<file path="config.mk">
export PLATFORM = sky130hd
export DESIGN_NAME = fixed_to_fp_seq_ci_flat
export DESIGN_NICKNAME = d
export VERILOG_FILES = /design/src/rtl/fixed_to_fp_seq_ci_if.sv /design/src/rtl/fixed_to_fp_seq_ci.sv /design/src/flat_wrapper.sv
export SDC_FILE = /design/constraint.sdc
export NUM_CORES = 1
export LEC_CHECK = 0
export ABC_CLOCK_PERIOD_IN_PS = 2300
export CORE_MARGIN = 5
export CORE_UTILIZATION = 46
export DETAILED_ROUTE_END_ITERATION = 12
export PLACE_DENSITY_LB_ADDON = 0.25
export RECOVER_POWER = 50
export SETUP_SLACK_MARGIN = 0.4
export SLEW_MARGIN = 10
export SYNTH_ARGS = -nofsm -noshare
export SYNTH_HDL_FRONTEND = slang
export SYNTH_SLANG_ARGS = --single-unit
</file>
<file path="constraint.sdc">
create_clock -name clk -period 2.3 [get_ports clk]
set_input_delay 0.46 -clock clk [delete_from_list [all_inputs] [get_ports clk]]
set_output_delay 0.46 -clock clk [all_outputs]
set_load 0.01 [all_outputs]
</file>
<file path="src/rtl/fixed_to_fp_seq_ci_if.sv">
// Custom-instruction bus for the fixed-point to IEEE-754 converter.
// The master drives the request side; the slave returns done/result.
interface fixed_to_fp_seq_ci_if;
  logic        clk_en;
  logic        start;
  logic [31:0] dataa;
  logic        done;
  logic [31:0] result;

  modport master (output clk_en, start, dataa, input done, result);
  modport slave  (input clk_en, start, dataa, output done, result);
endinterface

</file>
<file path="src/rtl/fixed_to_fp_seq_ci.sv">
// Sequential sign-magnitude fixed-point to IEEE-754 single converter (one shift per cycle).
// Define FIXED_TO_FP_NEG_ZERO_EN to return -0.0 for a negative zero magnitude.
module fixed_to_fp_seq_ci #(
  parameter int INT_W  = 1,
  parameter int FRAC_W = 19
) (
  input logic                  clk,
  input logic                  reset,
  fixed_to_fp_seq_ci_if.slave  bus_io
);

  localparam int MAG_W = INT_W + FRAC_W;
  localparam logic [7:0] EXP_INIT = 8'(127 + INT_W - 1);

  typedef enum logic [1:0] {IDLE, NORM, DONE} state_t;

  state_t             state_q, state_d;
  logic               sign_q, sign_d;
  logic [MAG_W-1:0]   mag_q, mag_d;
  logic [7:0]         exp_q, exp_d;
  logic               done_q, done_d;
  logic [31:0]        result_q, result_d;
  logic [23:0]        mantAlign;
  logic [31:0]        zeroEnc;
  logic               unused_dataa;

  // Left-justify the magnitude into a 24-bit significand; bit 23 is the hidden one.
  assign mantAlign    = 24'(mag_q) << (24 - MAG_W);
  assign unused_dataa = ^bus_io.dataa[30:MAG_W];

`ifdef FIXED_TO_FP_NEG_ZERO_EN
  assign zeroEnc = {sign_q, 31'h0};
`else
  assign zeroEnc = 32'h0000_0000;
`endif

  always_ff @(posedge clk or posedge reset) begin
    if (reset) begin
      state_q  <= IDLE;
      sign_q   <= 1'b0;
      mag_q    <= '0;
      exp_q    <= 8'h00;
      done_q   <= 1'b0;
      result_q <= 32'h0;
    end else if (bus_io.clk_en) begin
      state_q  <= state_d;
      sign_q   <= sign_d;
      mag_q    <= mag_d;
      exp_q    <= exp_d;
      done_q   <= done_d;
      result_q <= result_d;
    end
  end

  always_comb begin
    state_d  = state_q;
    sign_d   = sign_q;
    mag_d    = mag_q;
    exp_d    = exp_q;
    done_d   = done_q;
    result_d = result_q;
    case (state_q)
      IDLE: begin
        done_d = 1'b0;
        if (bus_io.start) begin
          sign_d  = bus_io.dataa[31];
          mag_d   = bus_io.dataa[MAG_W-1:0];
          exp_d   = EXP_INIT;
          state_d = NORM;
        end
      end
      NORM: begin
        if (mag_q == '0) begin
          result_d = zeroEnc;
          done_d   = 1'b1;
          state_d  = DONE;
        end else if (mantAlign[23]) begin
          result_d = {sign_q, exp_q, mantAlign[22:0]};
          done_d   = 1'b1;
          state_d  = DONE;
        end else begin
          mag_d = mag_q << 1;
          exp_d = exp_q - 8'd1;
        end
      end
      DONE: begin
        done_d  = 1'b0;
        state_d = IDLE;
      end
      default: state_d = IDLE;
    endcase
  end

  assign bus_io.done   = done_q;
  assign bus_io.result = result_q;

endmodule

</file>
<file path="src/flat_wrapper.sv">
// flat-port wrapper written by rule: the top's interface ports become plain ports
module fixed_to_fp_seq_ci_flat 
#(
  parameter int INT_W  = 1,
  parameter int FRAC_W = 19
)
  (clk, reset, bus_io_clk_en, bus_io_start, bus_io_dataa, bus_io_done, bus_io_result);
  fixed_to_fp_seq_ci_if bus_io_i ();
  input logic clk;
  input logic reset;
  input wire logic [$bits(bus_io_i.clk_en)-1:0] bus_io_clk_en;
  input wire logic [$bits(bus_io_i.start)-1:0] bus_io_start;
  input wire logic [$bits(bus_io_i.dataa)-1:0] bus_io_dataa;
  output wire logic [$bits(bus_io_i.done)-1:0] bus_io_done;
  output wire logic [$bits(bus_io_i.result)-1:0] bus_io_result;
  assign bus_io_i.clk_en = bus_io_clk_en;
  assign bus_io_i.start = bus_io_start;
  assign bus_io_i.dataa = bus_io_dataa;
  assign bus_io_done = bus_io_i.done;
  assign bus_io_result = bus_io_i.result;
  fixed_to_fp_seq_ci #(.INT_W(INT_W), .FRAC_W(FRAC_W)) u_core (.clk(clk), .reset(reset), .bus_io(bus_io_i));
endmodule
</file>
==> summary.txt, run 1 <==
Die
  – Die width: 87.3 um
  – Vert. Die Dim: 87.3 um
  – Num ports: 69
  – Site row count: 28
  – Initial core utilization: 47.0%
  – Die area: 0.00762 mm2
  – Core Area: 0.00585 mm2

Timing
  – Max Freq: 499 MHz
  – Crit share post-route: 87.1%
  – Endpoints failing hold: 0
  – RSZ-0062 raised after global routing: true
  – Slew HR: 66.2%
  – Actual slew at the worst max-slew pin: 0.505 ns
  – Post-layout min period: 2.00 ns
  – Setup TNS Final: 0 ns
  – Post-route worst setup slack: 0.296 ns
  – Max Transition Viols Final: 0
  – # setup viols final: 0
  – Skew final: 0.00588 ns

Global route
  – Met3 usage: 4.64%
  – Largest net degree at the start of global routing: 61
  – Met2 usage: 24.8%
  – Gr ovfl total: 0
  – Vias in the first global route: 2148
  – Grt peak-use layer: met2
  – GRT met1 Usage: 24.1%
  – First-pass GRT wire length: 10200 um
  – Initial antenna violation count: 0
  – Global Route Usage Sum: 17.3%

Yosys
  – EDFF count, synth: 0
  – Async S/R FF share, synth: 100%
  – Post-Syn Area: 0.00275 mm2
  – Post-synth cell types: 35
  – Cells after synthesis: 254
  – Sequential area share after synthesis: 54.6%
  – Number of synthesized register bits: 60
  – Synth warn: 0
  – Syn Area/Cell: 10.8 um2
  – Top_reg_cell synth: dfrtp_1

Route
  – Drt wl/cell: 15.2 um
  – DRC Markers: 0
  – Vias per std cell: 5.40
  – 1st-iter DRT viols: 84
  – Antenna viol nets, final: 0
  – Via count: 2172
  – Drt first pass iters: 4
  – Total Routed Length: 6100 um

Placed design
  – Gp weighted congestion: 0.751
  – DP HPWL: 3930 um
  – Pre-CTS WS: 0.127 ns
  – Number of port buffers: 53

Critical path
  – CP delay by family, top: simple AND/OR/NAND/NOR gates
  – Critical Path RT: 2.51 ns
  – Largest stage delay on the critical path: 0.44 ns
  – Crit path max fanout: 11
  – Cell Chain, Critical Path: nor4_1 -> nand3_2 -> o21ba_4 -> nor2_8 -> buf_12 -> mux2_2
  – CP arrival: 2.22 ns
  – Reg2reg setup slack: 0.30 ns
  – Crit end category: flop
  – Startpoint Class: flop
  – Worst Path Buf+Inv: 1
  – CP Class: flop to flop
  – CP max-delay cell: nor4_1

Clocking
  – Worst-Skew Late Latency: 0.33 ns
  – TritonCTS Sinks: 60
  – CTS H-tree depth: 3
  – Clock root buffer: clkbuf_8
  – TritonCTS clock tree: yes
  – Clk slew on worst S/H paths: 0.07 ns
  – Inserted Clock Buffers: 9
  – Max clock buf depth: 2

Final layout
  – Nets: 359
  – Share of layout cells above drive strength 1: 20.5%
  – # diodes: 0
  – Filler instances: 471
  – Synth-to-Final Area Change: 36.9%
  – Fin util: 64.3%

Job
  – Max cap viols: 0

Outcome
  – Outcome: finished clean

Power
  – Worst vdd ir: 0.805 mV
  – P_leak: 1.61 nW
  – Power Density: 1300 mW/mm2

Hold path
  – HP Class: flop to flop
layer usage:
metal  wire length (um)  vias up
met4                125        0
met1               2810     1068
met5                  0        -
met3                391       13
li1                   -     1036
met2               2780       55
worst paths after layout:
path | start | end | cells past startpoint
setup / recovery | u_core.mag_q[16]$_DFFE_PP0P_ | u_core.bus_io.result[10]$_DFFE_PP0P_ | 6
max in group asynchronous | reset | u_core.mag_q[0]$_DFFE_PP0P_ | 3
min in group asynchronous | reset | u_core.bus_io.result[5]$_DFFE_PP0P_ | 3
hold reg to reg | u_core.exp_q[7]$_DFFE_PP0P_ | u_core.exp_q[7]$_DFFE_PP0P_ | 1
hold / removal | u_core.exp_q[7]$_DFFE_PP0P_ | u_core.exp_q[7]$_DFFE_PP0P_ | 1
setup reg to reg | u_core.mag_q[16]$_DFFE_PP0P_ | u_core.bus_io.result[10]$_DFFE_PP0P_ | 6
per-stage QoR:
step	total power, W	hold slack, ns	cell area, um2	std cells
floorplan	0.00294	0.447	2760	257
global placement	0.00375	0.473	3400	376
detailed placement	0.00379	0.482	3400	376
CTS	0.00477	0.490	3680	398
global route	0.00522	0.521	3760	402
finish	0.00488	0.493	3760	402
synth_stat cells, types with 2 or more instances:
cell type | count | area share, %
a21oi_1 | 25 | 4.6
o22a_1 | 2 | 0.64
o32a_1 | 2 | 0.73
nand3_1 | 5 | 0.91
clkbuf_1 | 8 | 1.1
mux2_4 | 2 | 1.1
nor4_1 | 2 | 0.46
dfrtp_1 | 60 | 55
buf_2 | 3 | 0.55
inv_1 | 6 | 0.82
a22o_1 | 9 | 2.9
buf_4 | 5 | 1.4
a2bb2oi_1 | 2 | 0.64
or3_1 | 2 | 0.46
nor2_1 | 12 | 1.6
nor3b_1 | 18 | 4.9
o21ai_0 | 25 | 4.6
nand2b_1 | 3 | 0.68
mux2_2 | 17 | 7.0
buf_6 | 2 | 0.82
nand2_1 | 28 | 3.8
nor4_2 | 3 | 1.4
sequential cells by signal, indices dropped and copies added (netlist names):
signal and count:
u_core.bus_io.result 28, u_core.mag_q 20, u_core.exp_q 8, u_core.state_q 2, u_core.bus_io.done 1, u_core.sign_q 1
layout make-up:
cell class	instances	area [um2]	area share, %
clock buffers	15	176	4.69
well taps	75	93.8	2.49
multi-input cells	173	1210	32.1
flip-flops and latches	60	1510	40.1
inverters	6	23.8	0.632
clock inverters	1	5.00	0.133
repair buffers	72	744	19.8
where the power goes:
part	switching [W]	internal (W)	total (W)
sequential	0.000388	0.00151	0.00190
clock	0.000391	0.000480	0.000871
combinational	0.000921	0.00119	0.00211
cells by family after synthesis:
kind of cell | share of synthesized area [%]
buffers and inverters | 4.64
multiplexers | 8.06
other | 0.136
adder cells (fa/ha/maj) | 0.455
AND/OR/NAND/NOR | 16.2
AO/OA/AOI/OAI | 15.9
flip-flops | 54.6
cells in the final DEF, fill, tap and decap left out, types with 2 or more instances in the layout:
master           Yosys  final
o22a_1               2      2
nand2b_1             3      3
clkbuf_8             0     12
clkdlybuf4s50_1      0     41
nand2_1             28     28
inv_1                6      5
conb_1               1      4
buf_4                5     12
nor3b_1             18     18
nand3_1              5      4
nor2_1              12     12
clkbuf_1             8      4
dlygate4sd3_1        0     12
a21oi_1             25     25
mux2_4               2      8
nor4_4               0      4
o32a_1               2      2
dfrtp_1             60     53
a22o_1               9      9
buf_12               0      6
dfrtp_2              0      7
a2bb2oi_1            2      2
o21ai_0             25     25
mux2_2              17     11
or3_1                2      2
repair_timing:
action | in CTS | in global routing
pin swaps | 3 | 3
setup buffers | 6 | 4
gates resized for setup | 3 | 18
hold buffers | 0 | 0
endpoints found under the setup margin | 45 | 25
endpoints found under the hold margin | 0 | 0
Note: power is estimated with default switching activity, not from simulation.
==> run 2, diff against run 1 <==
--- a/config.mk
+++ b/config.mk
@@ -9,6 +9,7 @@
 export CORE_MARGIN = 5
 export CORE_UTILIZATION = 46
 export DETAILED_ROUTE_END_ITERATION = 12
+export HOLD_SLACK_MARGIN = 0.03
 export PLACE_DENSITY_LB_ADDON = 0.25
 export RECOVER_POWER = 50
 export SETUP_SLACK_MARGIN = 0.4
==> results of run 2 <==
Same layout as run 1: the final DEF is identical, and so are final timing and power.
